===== src/rtl/control_sequencer.sv =====
// control_sequencer: fetch/memwait/decode/exec/wb sequencer with ALU handshake, done timeout and sticky halt/error.
// Optional CTRL_RETIRE_CNT_EN adds a wrapping retire counter output.
module control_sequencer #(
  parameter int ADDR_W       = 8,
  parameter int INSTR_W      = 16,
  parameter int DONE_TIMEOUT = 15
) (
  input  logic               clk,
  input  logic               reset,
  input  logic [INSTR_W-1:0] instr_in,
  input  logic               alu_done,
  input  logic [15:0]        alu_result,
  output logic               en_pc,
  output logic               alu_start,
  output logic [3:0]         alu_op,
  output logic [3:0]         rd,
  output logic [3:0]         rs,
  output logic [7:0]         imm,
  output logic               reg_we,
  output logic [15:0]        last_alu_result,
  output logic               halted,
  output logic               error
`ifdef CTRL_RETIRE_CNT_EN
  ,
  output logic [15:0]        retire_cnt
`endif
);
  typedef enum logic [2:0] {FETCH, MEMWAIT, DECODE, EXEC, WB, HALT} state_t;
  state_t st, nxt;
  logic [INSTR_W-1:0] ir;
  logic [7:0] timer;
  logic tmo;
  logic unused_ir;
  if (ADDR_W < 1 || INSTR_W < 16 || DONE_TIMEOUT < 1 || DONE_TIMEOUT > 255) begin : g_bad_cfg
    $error("control_sequencer: unsupported parameter values");
  end
  assign alu_op    = ir[15:12];
  assign rd        = ir[11:8];
  assign rs        = ir[7:4];
  assign imm       = ir[11:4];
  assign halted    = st == HALT;
  assign unused_ir = ^ir[3:2];
  assign tmo       = timer == 8'(DONE_TIMEOUT - 1);
  always_comb begin
    nxt       = st;
    en_pc     = 1'b0;
    alu_start = 1'b0;
    reg_we    = 1'b0;
    case (st)
      FETCH:   nxt = MEMWAIT;
      MEMWAIT: nxt = DECODE;
      DECODE: begin
        alu_start = ir[1:0] == 2'b00;
        en_pc     = ir[1:0] == 2'b10;
        nxt       = ir[1:0] == 2'b00 ? EXEC : ir[1:0] == 2'b01 ? WB : ir[1:0] == 2'b10 ? FETCH : HALT;
      end
      EXEC:    nxt = alu_done ? WB : tmo ? HALT : EXEC;
      WB: begin
        reg_we = 1'b1;
        en_pc  = 1'b1;
        nxt    = FETCH;
      end
      default: nxt = HALT;
    endcase
  end
  always_ff @(posedge clk or posedge reset) begin
    if (reset) begin
      st              <= FETCH;
      ir              <= '0;
      last_alu_result <= '0;
      timer           <= '0;
      error           <= 1'b0;
    end else begin
      st <= nxt;
      if (st == MEMWAIT) ir <= instr_in;
      if (st == EXEC && alu_done) last_alu_result <= alu_result;
      if (st == DECODE) timer <= '0;
      else if (st == EXEC && !alu_done) timer <= timer + 8'd1;
      if (st == EXEC && !alu_done && tmo) error <= 1'b1;
    end
  end
`ifdef CTRL_RETIRE_CNT_EN
  // en_pc fires only on WB exit and on a taken BRANCH decode, exactly the retire events
  always_ff @(posedge clk or posedge reset) begin
    if (reset) retire_cnt <= '0;
    else if (en_pc) retire_cnt <= retire_cnt + 16'd1;
  end
`endif
endmodule

===== config.mk =====
export PLATFORM = sky130hd
export DESIGN_NAME = control_sequencer
export DESIGN_NICKNAME = d
export VERILOG_FILES = /design/src/rtl/control_sequencer.sv
export SDC_FILE = /design/constraint.sdc
export NUM_CORES = 1
export LEC_CHECK = 0
export CORE_MARGIN = 4
export CORE_UTILIZATION = 40
export DETAILED_ROUTE_END_ITERATION = 10
export PLACE_DENSITY = 0.76
export SETUP_SLACK_MARGIN = 0.15
export SYNTH_ARGS = -nofsm -noshare
export SYNTH_HDL_FRONTEND = slang
export SYNTH_SLANG_ARGS = --single-unit

===== constraint.sdc =====
create_clock -name clk -period 1.45 [get_ports clk]
set_input_delay 0.29 -clock clk [delete_from_list [all_inputs] [get_ports clk]]
set_output_delay 0.29 -clock clk [all_outputs]
set_load 0.05 [all_outputs]

==> results.md, run 1 <==
- Top cell by count, worst path: buf_6
- Commonest cells after routing, fill and taps aside: buf_12, dfrtp_1, clkdlybuf4s50_1
- PD cells: 603.8 mW/mm^2
- Clock latency on the worst-skew pair: 0.31 ns
- Commonest non-fill, non-tap cell in the layout: buf_12
- CP Max Fanout: 5
- H-tree depth: 2
- PnR worst setup slack: -0.2721 ns
- Worst hold path type: primary input to async pin
- Largest net degree at the start of global routing: 43
- Final WL: 5881 microns
- Synth Area in Compound Gates: 5.117%
- Vias after detailed routing: 1582
- Routed Antenna Nets: 0
- Site Rows: 25
- Crit path DAT: 1.43 ns
- Drt via density: 5.022
- Crit path max-delay family: flip-flops
- Failing checks: negative setup slack
- Worst setup SP type: flop
- Syn Inst Count: 162
- Flop2flop setup slack: -0.13 ns
- # nets final: 286
- Design Area, Final: 0.003711 sq mm
- Initial antenna violation count: 0
- Area grow syn2layout: 82.86%
- Cell Area, Synth: 0.002029 sq mm
- Initial drt markers: 71
- CTS Buf Count: 5
- Vias in the first global route: 1619
- Worst-path clk slew: 0.09 ns
- Syn nets: 201
- Min cycle time layout: 1.722 ns
- Root Buffer: clkbuf_8
- Global-route wire length before repair: 7921 microns
- Cell-internal power: 0.001771 W
- Synth Area in Adders: 2.466%
- Status: finished, violations left
- Final setup vio count: 27
- GRT Total Usage: 16.31%
- Sw power: 0.0004699 W
- Clock Skew: 0.008459 ns
- Layout cells sized above 1: 57.26%
- Ant. Diodes: 0
- DR pass1 iterations: 4
- Die width: 79.23 microns
- Total clock sinks: 42
- Die area: 0.006277 sq mm
- Drt wl/cell: 18.67 microns
- Slew at the pin closest to its max-slew limit: 0.2883 ns
- Sw Share: 20.97%
- IO Pins: 76
- Clk pwr share: 42.2%
- Sequential power share: 52.2%
- Post-DP HPWL: 3444 microns
- Max-cap viol count: 0
- RSZ-0062 raised after global routing: yes
- Seq cells post-synth: 42
- CP required: 1.16 ns
- Slew Limit Fails: 0
- Yosys warnings: 0
- Max Clock Freq: 0.5807 GHz
- Synth Area in XOR/XNOR: 0%
- Die H: 79.23 microns
- Worst-case clock buffer depth: 2
- Worst slew margin: 80.73%
- Fraction of the mapped netlist area in simple logic gates: 11.41%
- Tcrit/Tclk final: 118.8%
- Placement Setup Slack: -0.2772 ns
- Post-synth ARST share: 100.0%
- Grt ovf: 0
- Post-synth EDFFs: 0
- CP max stage delay: 0.48 ns
- Critical Path End Type: output pin
- Post-DP Area: 0.003234 sq mm
- Crit-path cells: buf_6 -> nor3_4 -> buf_6 -> buf_12
- Drt drc: 0
- Seq/Total Area, Yosys: 51.79%
- Largest family of logic cells by synthesized area: multiplexers
- WP buf/inv: 3
- Comb power frac: 5.6%
- Setup_tns: -2.778 ns
- CP max-delay cell: dfrtp_2
- Post-synthesis mux area share: 18.25%
- Count of cell types in the netlist: 34
- CTS tree: done
- Post-Syn Area per Cell: 12.53 sq um
- Lkg Pwr: 1.713 nW
- Dominant synthesized flop cell: dfrtp_1
- Crit Path Class: flop to output pin
- Starting density of the core: 42.13%
- Worst VDD drop: 652.5 uV
- Pwr Total: 0.002241 W
- Quantity of I/O buffers inserted on ports: 73
- Final Hold Vio Count: 0
- Core Area: 0.004817 sq mm
- GP Congestion: 0.7589
==> registers in the layout (all words and copies together) (netlist names) <==
register and cells:
timer 8, st 3, ir 14, error 1, last_alu_result 16
==> cells in the mapped netlist, drive strengths merged, types with 2 or more instances <==
cell | n | area (sq um)
or3 | 3 | 18.77
a21oi | 7 | 35.03
dfrtp | 42 | 1051
nor3b | 2 | 20.02
nand2 | 5 | 18.77
ha | 4 | 50.05
a211oi | 2 | 15.01
nand3 | 3 | 15.01
nor3 | 2 | 10.01
nor2 | 7 | 28.78
mux2 | 32 | 360.4
inv | 7 | 26.28
o21bai | 2 | 15.01
buf | 26 | 196.4
o21ai | 3 | 15.01
==> power groups by stage <==
| stage | clock, W | sequential [W] | combinational (W) |
|---|---|---|---|
| after floorplan | 0 | 0.00119 | 0.0000201 |
| after global placement | 0 | 0.00119 | 0.000120 |
| after detailed placement | 0 | 0.00119 | 0.000124 |
| after CTS | 0.000940 | 0.00117 | 0.000125 |
| after global routing | 0.00101 | 0.00117 | 0.000134 |
| final | 0.000946 | 0.00117 | 0.000125 |
==> kinds of logic (layout without fill, tap and decap cells) <==
kind of cell | after synthesis | count (layout)
flops | 42 | 42
mux | 33 | 33
simple gates | 33 | 34
buf+inv | 33 | 118
compound gates | 17 | 17
fa+ha+maj | 4 | 4
==> routing by layer <==
metal	vias up	track usage, %	wire length [microns]
met5	-	0	0
met1	803	18.01	2141
met4	0	5.670	87
li1	717	-	-
met2	53	28.37	3185
met3	9	6.463	466
==> timing repair <==
item / CTS / global route
hold buffers: 0 / 0
setup endpoints to repair: 43 / 45
resized for setup: 17 / 36
setup buffers: 6 / 10
pin swaps: 13 / 8
gates cloned: 0 / 2
==> worst reg2reg max path, stage by stage, from the launching register on <==
cell and delay (ns):
dfrtp_2 0.47, buf_6 0.13, buf_6 0.11, nand4bb_4 0.16
buf_6 0.18, nor3_4 0.11, mux2_4 0.31
==> final timing paths <==
kind / from / endpoint / cells past startpoint
setup / recovery: st[0] / reg_we / 4
setup reg to reg: st[0] / timer[6] / 6
max in group asynchronous: reset / timer[5] / 3
hold / removal: reset / ir[7] / 3
hold reg to reg: ir[0] / ir[0] / 1
min in group clk: ir[0] / ir[0] / 1
==> through the flow <==
stage                     hold WS [ns]  instances  utilization (%)
after floorplan                 0.4404        162                -
after global placement          0.4945        289            67.14
after detailed placement        0.5186        289            67.14
after CTS                       0.3430        303            71.51
after global routing            0.3586        315            77.04
final                           0.3301        315            77.04
==> layout make-up <==
type / count / area (sq um)
repair buffers: 103 / 1461
fillers: 274 / 1106
flip-flops and latches: 42 / 1056
multi-input cells: 88 / 964.7
well taps: 67 / 83.83
clock buffers: 7 / 76.32
inverters: 7 / 38.79
clock inverters: 1 / 30.03
(Power assumes the default switching activity.)
==> inputs of run 2 (changes only) <==
Settings changed: ABC_AREA set to 1, CORE_ASPECT_RATIO set to 1.75.
==> results.md, run 2 <==
- Status: finished, violations left (unchanged)
- Failing checks: negative setup slack (unchanged)
- Clock Skew: 0.01303 ns (was 0.008459 ns)
- Max FFs per register: 16 (unchanged)
- Drt via density: 5.197 (was 5.022)
- Clock latency on the worst-skew pair: 0.30 ns (was 0.31 ns)
- Initial antenna violation count: 0 (unchanged)
- GRT Total Usage: 17.22% (was 16.31%)
- Util after Layout: 72.52% (was 77.04%)
- Seq cells post-synth: 42 (unchanged)
- Worst-path clk slew: 0.09 ns (about the same)
- Reg area: 0.001054 sq mm (was 0.001056 sq mm)
- Post-synth ARST share: 100.0% (unchanged)
- CTS Buf Count: 5 (unchanged)
- Fillers: 303 (was 274)
- PnR worst setup slack: -0.2037 ns (was -0.2721 ns)
- Post-Syn Area per Cell: 9.564 sq um (was 12.53 sq um)
- CP required: 1.16 ns (about the same)
- Final WL: 6178 microns (was 5881 microns)
- Worst VDD drop: 619.9 uV (was 652.5 uV)
- IO Pins: 76 (unchanged)
- Count of cell types in the netlist: 28 (was 34)
- Commonest cells after routing, fill and taps aside: nand2_1, buf_12, dfrtp_1 (was buf_12, dfrtp_1, clkdlybuf4s50_1)
- Largest net degree at the start of global routing: 43 (unchanged)
- Global-route wire length before repair: 8832 microns (was 7921 microns)
- Commonest non-fill, non-tap cell in the layout: nand2_1 (was buf_12)
- Ant. Diodes: 0 (unchanged)
- FF-to-FF path depth: 8 (was 6)
- Pwr Total: 0.002427 W (was 0.002241 W)
- Area grow syn2layout: 74.74% (was 82.86%)
- Post-DP HPWL: 3656 microns (was 3444 microns)
- Syn nets: 255 (was 201)
- Post-synth EDFFs: 0 (unchanged)
- Final Hold Vio Count: 0 (unchanged)
- CTS tree: done (unchanged)
- Slew at the pin closest to its max-slew limit: 0.2311 ns (was 0.2883 ns)
- Synth top cells by count: nand2_1, dfrtp_1, nand3_1 (was dfrtp_1, mux2_2, buf_4)
- Root Buffer: clkbuf_8 (unchanged)
- Worst slew margin: 84.58% (was 80.73%)
- Top flop regs: last_alu_result: 16 flops, ir: 14 flops, timer: 8 flops (unchanged)
- Final setup vio count: 4 (was 27)
- Routed Antenna Nets: 0 (unchanged)
- Slew Limit Fails: 0 (unchanged)
- Quantity of I/O buffers inserted on ports: 73 (unchanged)
- PD cells: 672.3 mW/mm^2 (was 603.8 mW/mm^2)
- Worst hold path type: primary input to async pin (unchanged)
- Tcrit/Tclk final: 114.0% (was 118.8%)
- Count leader, synth: nand2_1 (was dfrtp_1)
- Lkg Pwr: 1.660 nW (was 1.713 nW)
- Die width: 62.33 microns (was 79.23 microns)
- Seq/Total Area, Yosys: 50.88% (was 51.79%)
- Worst-case clock buffer depth: 2 (unchanged)
- Worst setup SP type: flop (unchanged)
- Post-synth top area share: 50.88% (was 51.79%)
- DR pass1 iterations: 4 (unchanged)
- Dominant synthesized flop cell: dfrtp_1 (unchanged)
- CP Max Fanout: 2 (was 5)
- H-tree depth: 2 (unchanged)
- Drt wl/cell: 17.60 microns (was 18.67 microns)
- Biggest register: last_alu_result (unchanged)
- Die area: 0.006424 sq mm (was 0.006277 sq mm)
- Critical Path End Type: output pin (unchanged)
- Cell taking the most area after synthesis: dfrtp_1 (unchanged)
- Drt drc: 0 (unchanged)
- Layout cells sized above 1: 41.41% (was 57.26%)
- Synth area leaders: dfrtp_1, nand2_1, buf_4, nand3_1, mux2_2 (was dfrtp_1, mux2_2, buf_4, ha_1, a21oi_1)
- Setup_tns: -0.4823 ns (was -2.778 ns)
- Vias in the first global route: 1848 (was 1619)
- Grt ovf: 0 (unchanged)
- Max Clock Freq: 0.6047 GHz (was 0.5807 GHz)
- Max-cap viol count: 0 (unchanged)
- Starting density of the core: 41.50% (was 42.13%)
- Syn Inst Count: 216 (was 162)
- R2r endpoint: last_alu_result[9] (was timer[6])
- Core Area: 0.004977 sq mm (was 0.004817 sq mm)
- Crit path DAT: 1.36 ns (was 1.43 ns)
- Yosys warnings: 0 (unchanged)
- Crit Path Class: flop to output pin (unchanged)
- Footprint of the multi-input gates: 953.4 sq um (was 964.7 sq um)
- GP Congestion: 0.7671 (was 0.7589)
- Die H: 103.1 microns (was 79.23 microns)
- Initial drt markers: 46 (was 71)
- Cell Area, Synth: 0.002066 sq mm (was 0.002029 sq mm)
- Flop2flop setup slack: 0.04 ns (was -0.13 ns)
- Critical R2R Launch: st[0] (unchanged)
- Vias after detailed routing: 1824 (was 1582)
- Min cycle time layout: 1.654 ns (was 1.722 ns)
- Total clock sinks: 42 (unchanged)
- RSZ-0062 raised after global routing: yes (unchanged)
- # nets final: 335 (was 286)
- Site Rows: 34 (was 25)
run 2: cell count changes after synthesis, sizes merged, moves of 3 or more:
| cell | delta |
|---|---|
| mux2 | -20 |
| or3 | -3 |
| nor2 | +7 |
| nand3 | +25 |
| nand2 | +48 |
| nor3 | +3 |
| inv | +7 |
run 2: report_power, final:
part	switching [W]	leakage [nW]	internal, W	total [W]
logic	0.000186	1.07	0.000212	0.000398
clock network	0.000426	0.0472	0.000383	0.000810
registers	0.0000295	0.542	0.00119	0.00122
total	0.000642	1.66	0.00178	0.00243
run 2: worst max-delay path by stage:
stage | from | endpoint | slack [ns]
final | ir[1] | alu_start | -0.20
after global routing | ir[1] | alu_start | -0.24
after detailed placement | alu_done | timer[7] | -0.02
after global placement | alu_done | timer[7] | -0.01
after CTS | ir[1] | alu_start | -0.12
after floorplan | st[2] | alu_start | 0.02
run 2: cell type report:
cell class / instances / share of cell area [%]
repair buffers: 95 / 38.30
flip-flops and latches: 42 / 29.19
multi-input cells: 138 / 26.41
clock buffers: 6 / 2.288
well taps: 54 / 1.872
inverters: 14 / 1.594
clock inverters: 2 / 0.3466
run 2: timing repair:
| item | 4_1_cts | 5_1_grt |
|---|---|---|
| pin swaps | 7 | 10 |
| hold buffers | 0 | 0 |
| buffers inserted | 8 | 6 |
| gates cloned | 1 | 5 |
| gates resized for setup | 17 | 27 |
| endpoints found under the hold margin | 0 | 0 |
| setup endpoints to repair | 22 | 43 |
run 2: critical path, cell delays in order, from the launching register on:
cell and delay (ns):
dfrtp_1 0.42, inv_1 0.11, ha_2 0.20, inv_1 0.09, nor2_4 0.11, buf_12 0.14
run 2: cells by family after synthesis:
logic type / after synthesis / synth area share, %
and+or+nand+nor: 103 / 23.56
muxes: 12 / 6.542
buffers and inverters: 40 / 12.05
AOI/OAI and AO/OA: 14 / 4.119
adders and majority gates: 4 / 2.423
DFF: 42 / 50.88
xor gates and xnor gates: 1 / 0.4241
run 2: per-stage QoR:
stage	hold slack [ns]	instance area (sq um)	std cells	setup slack, ns
after floorplan	0.4346	2098	216	0.02428
final	0.3145	3610	351	-0.2037
after CTS	0.3420	3396	340	-0.1176
after global routing	0.3468	3610	351	-0.2427
after detailed placement	0.5093	3164	323	-0.02349
after global placement	0.5092	3164	323	-0.01307
run 2: routing by layer:
layer / up-vias / wire, microns / track usage, %
li1: 846 / - / -
met4: 0 / 238 / 7.516
met3: 21 / 243 / 3.053
met1: 891 / 2187 / 18.12
met2: 66 / 3509 / 33.07
met5: - / 0 / 0
==> inputs of run 3 (changes only) <==
Settings changed: CTS_BUF_LIST set to sky130_fd_sc_hd__clkbuf_2.
==> results.md, run 3 (same netlist as run 2, synthesis figures left out) <==
- Vias after detailed routing: 1993 (was 1824)
- Grt ovf: 0 (unchanged)
- Crit Path Class: flop to output pin (unchanged)
- Global-route wire length before repair: 9742 microns (was 8832 microns)
- Max Clock Freq: 0.5600 GHz (was 0.6047 GHz)
- Lkg Pwr: 1.796 nW (was 1.660 nW)
- Design Area, Final: 0.003950 sq mm (was 0.003610 sq mm)
- Tcrit/Tclk final: 123.1% (was 114.0%)
- CP Max Fanout: 2 (unchanged)
- Commonest cells after routing, fill and taps aside: buf_12, nand2_1, clkdlybuf4s50_1 (was nand2_1, buf_12, dfrtp_1)
- WHS: 0.1689 ns (was 0.3145 ns)
- Final setup vio count: 23 (was 4)
- Worst setup SP type: flop (unchanged)
- PD cells: 548.6 mW/mm^2 (was 672.3 mW/mm^2)
- Crit path DAT: 1.50 ns (was 1.36 ns)
- Worst VDD drop: 754.0 uV (was 619.9 uV)
- Worst-path clk slew: 0.23 ns (was 0.09 ns)
- CP required: 1.16 ns (about the same)
- Area grow syn2layout: 91.22% (was 74.74%)
- Core Area: 0.004977 sq mm (unchanged)
- IO Pins: 76 (unchanged)
- RSZ-0062 raised after global routing: yes (unchanged)
- Max FFs per register: 16 (unchanged)
- GP Congestion: 0.7671 (unchanged)
- Final Hold Vio Count: 0 (unchanged)
- Worst-case clock buffer depth: 2 (unchanged)
- Critical Path End Type: output pin (unchanged)
- Failing checks: negative setup slack (unchanged)
- Drt drc: 0 (unchanged)
- Die H: 103.1 microns (unchanged)
- R2r endpoint: last_alu_result[10] (was last_alu_result[9])
- Final WL: 7557 microns (was 6178 microns)
- Starting density of the core: 41.50% (unchanged)
- Drt via density: 5.416 (was 5.197)
- Slew Limit Fails: 0 (unchanged)
- Clock latency on the worst-skew pair: 0.41 ns (was 0.30 ns)
- Setup_tns: -1.662 ns (was -0.4823 ns)
- Biggest register: last_alu_result (unchanged)
- Initial drt markers: 74 (was 46)
- Commonest non-fill, non-tap cell in the layout: buf_12 (was nand2_1)
- Root Buffer: clkbuf_2 (was clkbuf_8)
- Worst slew margin: 79.58% (was 84.58%)
- DR pass1 iterations: 6 (was 4)
- Fin cells: 368 (was 351)
- Layout cells sized above 1: 56.55% (was 41.41%)
- Top flop regs: last_alu_result: 16 flops, ir: 14 flops, timer: 8 flops (unchanged)
- Slew at the pin closest to its max-slew limit: 0.3063 ns (was 0.2311 ns)
- CTS Buf Count: 5 (unchanged)
- GRT Total Usage: 19.34% (was 17.22%)
- PnR worst setup slack: -0.3356 ns (was -0.2037 ns)
- Inst Count DP: 323 (unchanged)
- Quantity of I/O buffers inserted on ports: 73 (unchanged)
- Worst hold path type: primary input to async pin (unchanged)
- Largest net degree at the start of global routing: 43 (unchanged)
- Min cycle time layout: 1.786 ns (was 1.654 ns)
- Vias in the first global route: 1967 (was 1848)
- # nets final: 351 (was 335)
- Clock Skew: 0.01976 ns (was 0.01303 ns)
- Post-DP Area: 0.003164 sq mm (unchanged)
- Site Rows: 34 (unchanged)
- Die area: 0.006424 sq mm (unchanged)
- Total clock sinks: 42 (unchanged)
- H-tree depth: 2 (unchanged)
- Post-DP HPWL: 3656 microns (unchanged)
- Max-cap viol count: 0 (unchanged)
- Routed Antenna Nets: 0 (unchanged)
- Die width: 62.33 microns (unchanged)
- Status: finished, violations left (unchanged)
- Flop2flop setup slack: -0.07 ns (was 0.04 ns)
- Initial antenna violation count: 1 (was 0)
- FF-to-FF path depth: 9 (was 8)
- Drt wl/cell: 20.54 microns (was 17.60 microns)
- Critical R2R Launch: st[0] (unchanged)
- CTS tree: done (unchanged)
==> run 3: cell count changes in the layout (fill, tap and decap cells not counted), moves of 8 or more <==
cell	before	now
nand3_1	22	4
mux2_2	12	0
dfrtp_1	40	30
nand2_1	44	36
dfrtp_2	2	12
buf_4	11	21
nand3_2	6	20
mux2_4	0	12
==> run 3: how the worst max path moves through the flow <==
stage | start | endpoint | slack [ns] | cells past startpoint
after CTS | ir[0] | en_pc | -0.26 | 5
after global placement | alu_done | timer[7] | -0.01 | 7
after floorplan | st[2] | alu_start | 0.02 | 4
after detailed placement | alu_done | timer[7] | -0.02 | 7
final | ir[1] | alu_start | -0.34 | 5
after global routing | ir[0] | en_pc | -0.41 | 5
==> run 3: per-layer routing <==
layer  global-route usage [%]  share of wire (%)
met3                    3.490                3.8
met1                    20.83                 34
met5                        0                  0
met4                    11.44                4.7
met2                    35.06                 57
==> run 3: report_power, final <==
part	total [W]	switching, W	internal (W)	leakage, nW
logic	0.000425	0.000200	0.000225	1.24
clock network	0.000515	0.000405	0.000110	0.0264
registers	0.00123	0.0000317	0.00120	0.531
total	0.00217	0.000637	0.00153	1.80
==> run 3: timing repair <==
action,in CTS,in global routing
gates cloned,3,3
pin swaps,27,25
resized for setup,60,51
hold buffers,0,0
hold endpoints to repair,0,0
setup buffers,15,15
endpoints found under the setup margin,68,81
==> run 3: area by class of cell <==
class,instances,area (sq um)
inverters,14,60.06
diodes,1,2.502
well taps,54,67.56
fillers,262,1027
multi-input cells,138,1171
clock buffers,5,25.02
clock inverters,3,16.27
repair buffers,111,1541
flip-flops and latches,42,1066
==> run 3: through the flow <==
step	util, %	power, W	setup WS (ns)
detailed placement	63.57	0.001623	-0.02349
global placement	63.57	0.001618	-0.01307
finish	79.36	0.002167	-0.3356
global route	79.36	0.002251	-0.4090
CTS	72.15	0.002132	-0.2587
floorplan	-	0.001420	0.02428
==> run 3: critical path, stage by stage, from the launching register on <==
cell	delay, ns
dfrtp_1	0.47
inv_2	0.08
ha_2	0.19
inv_1	0.09
nor2_4	0.12
buf_12	0.14
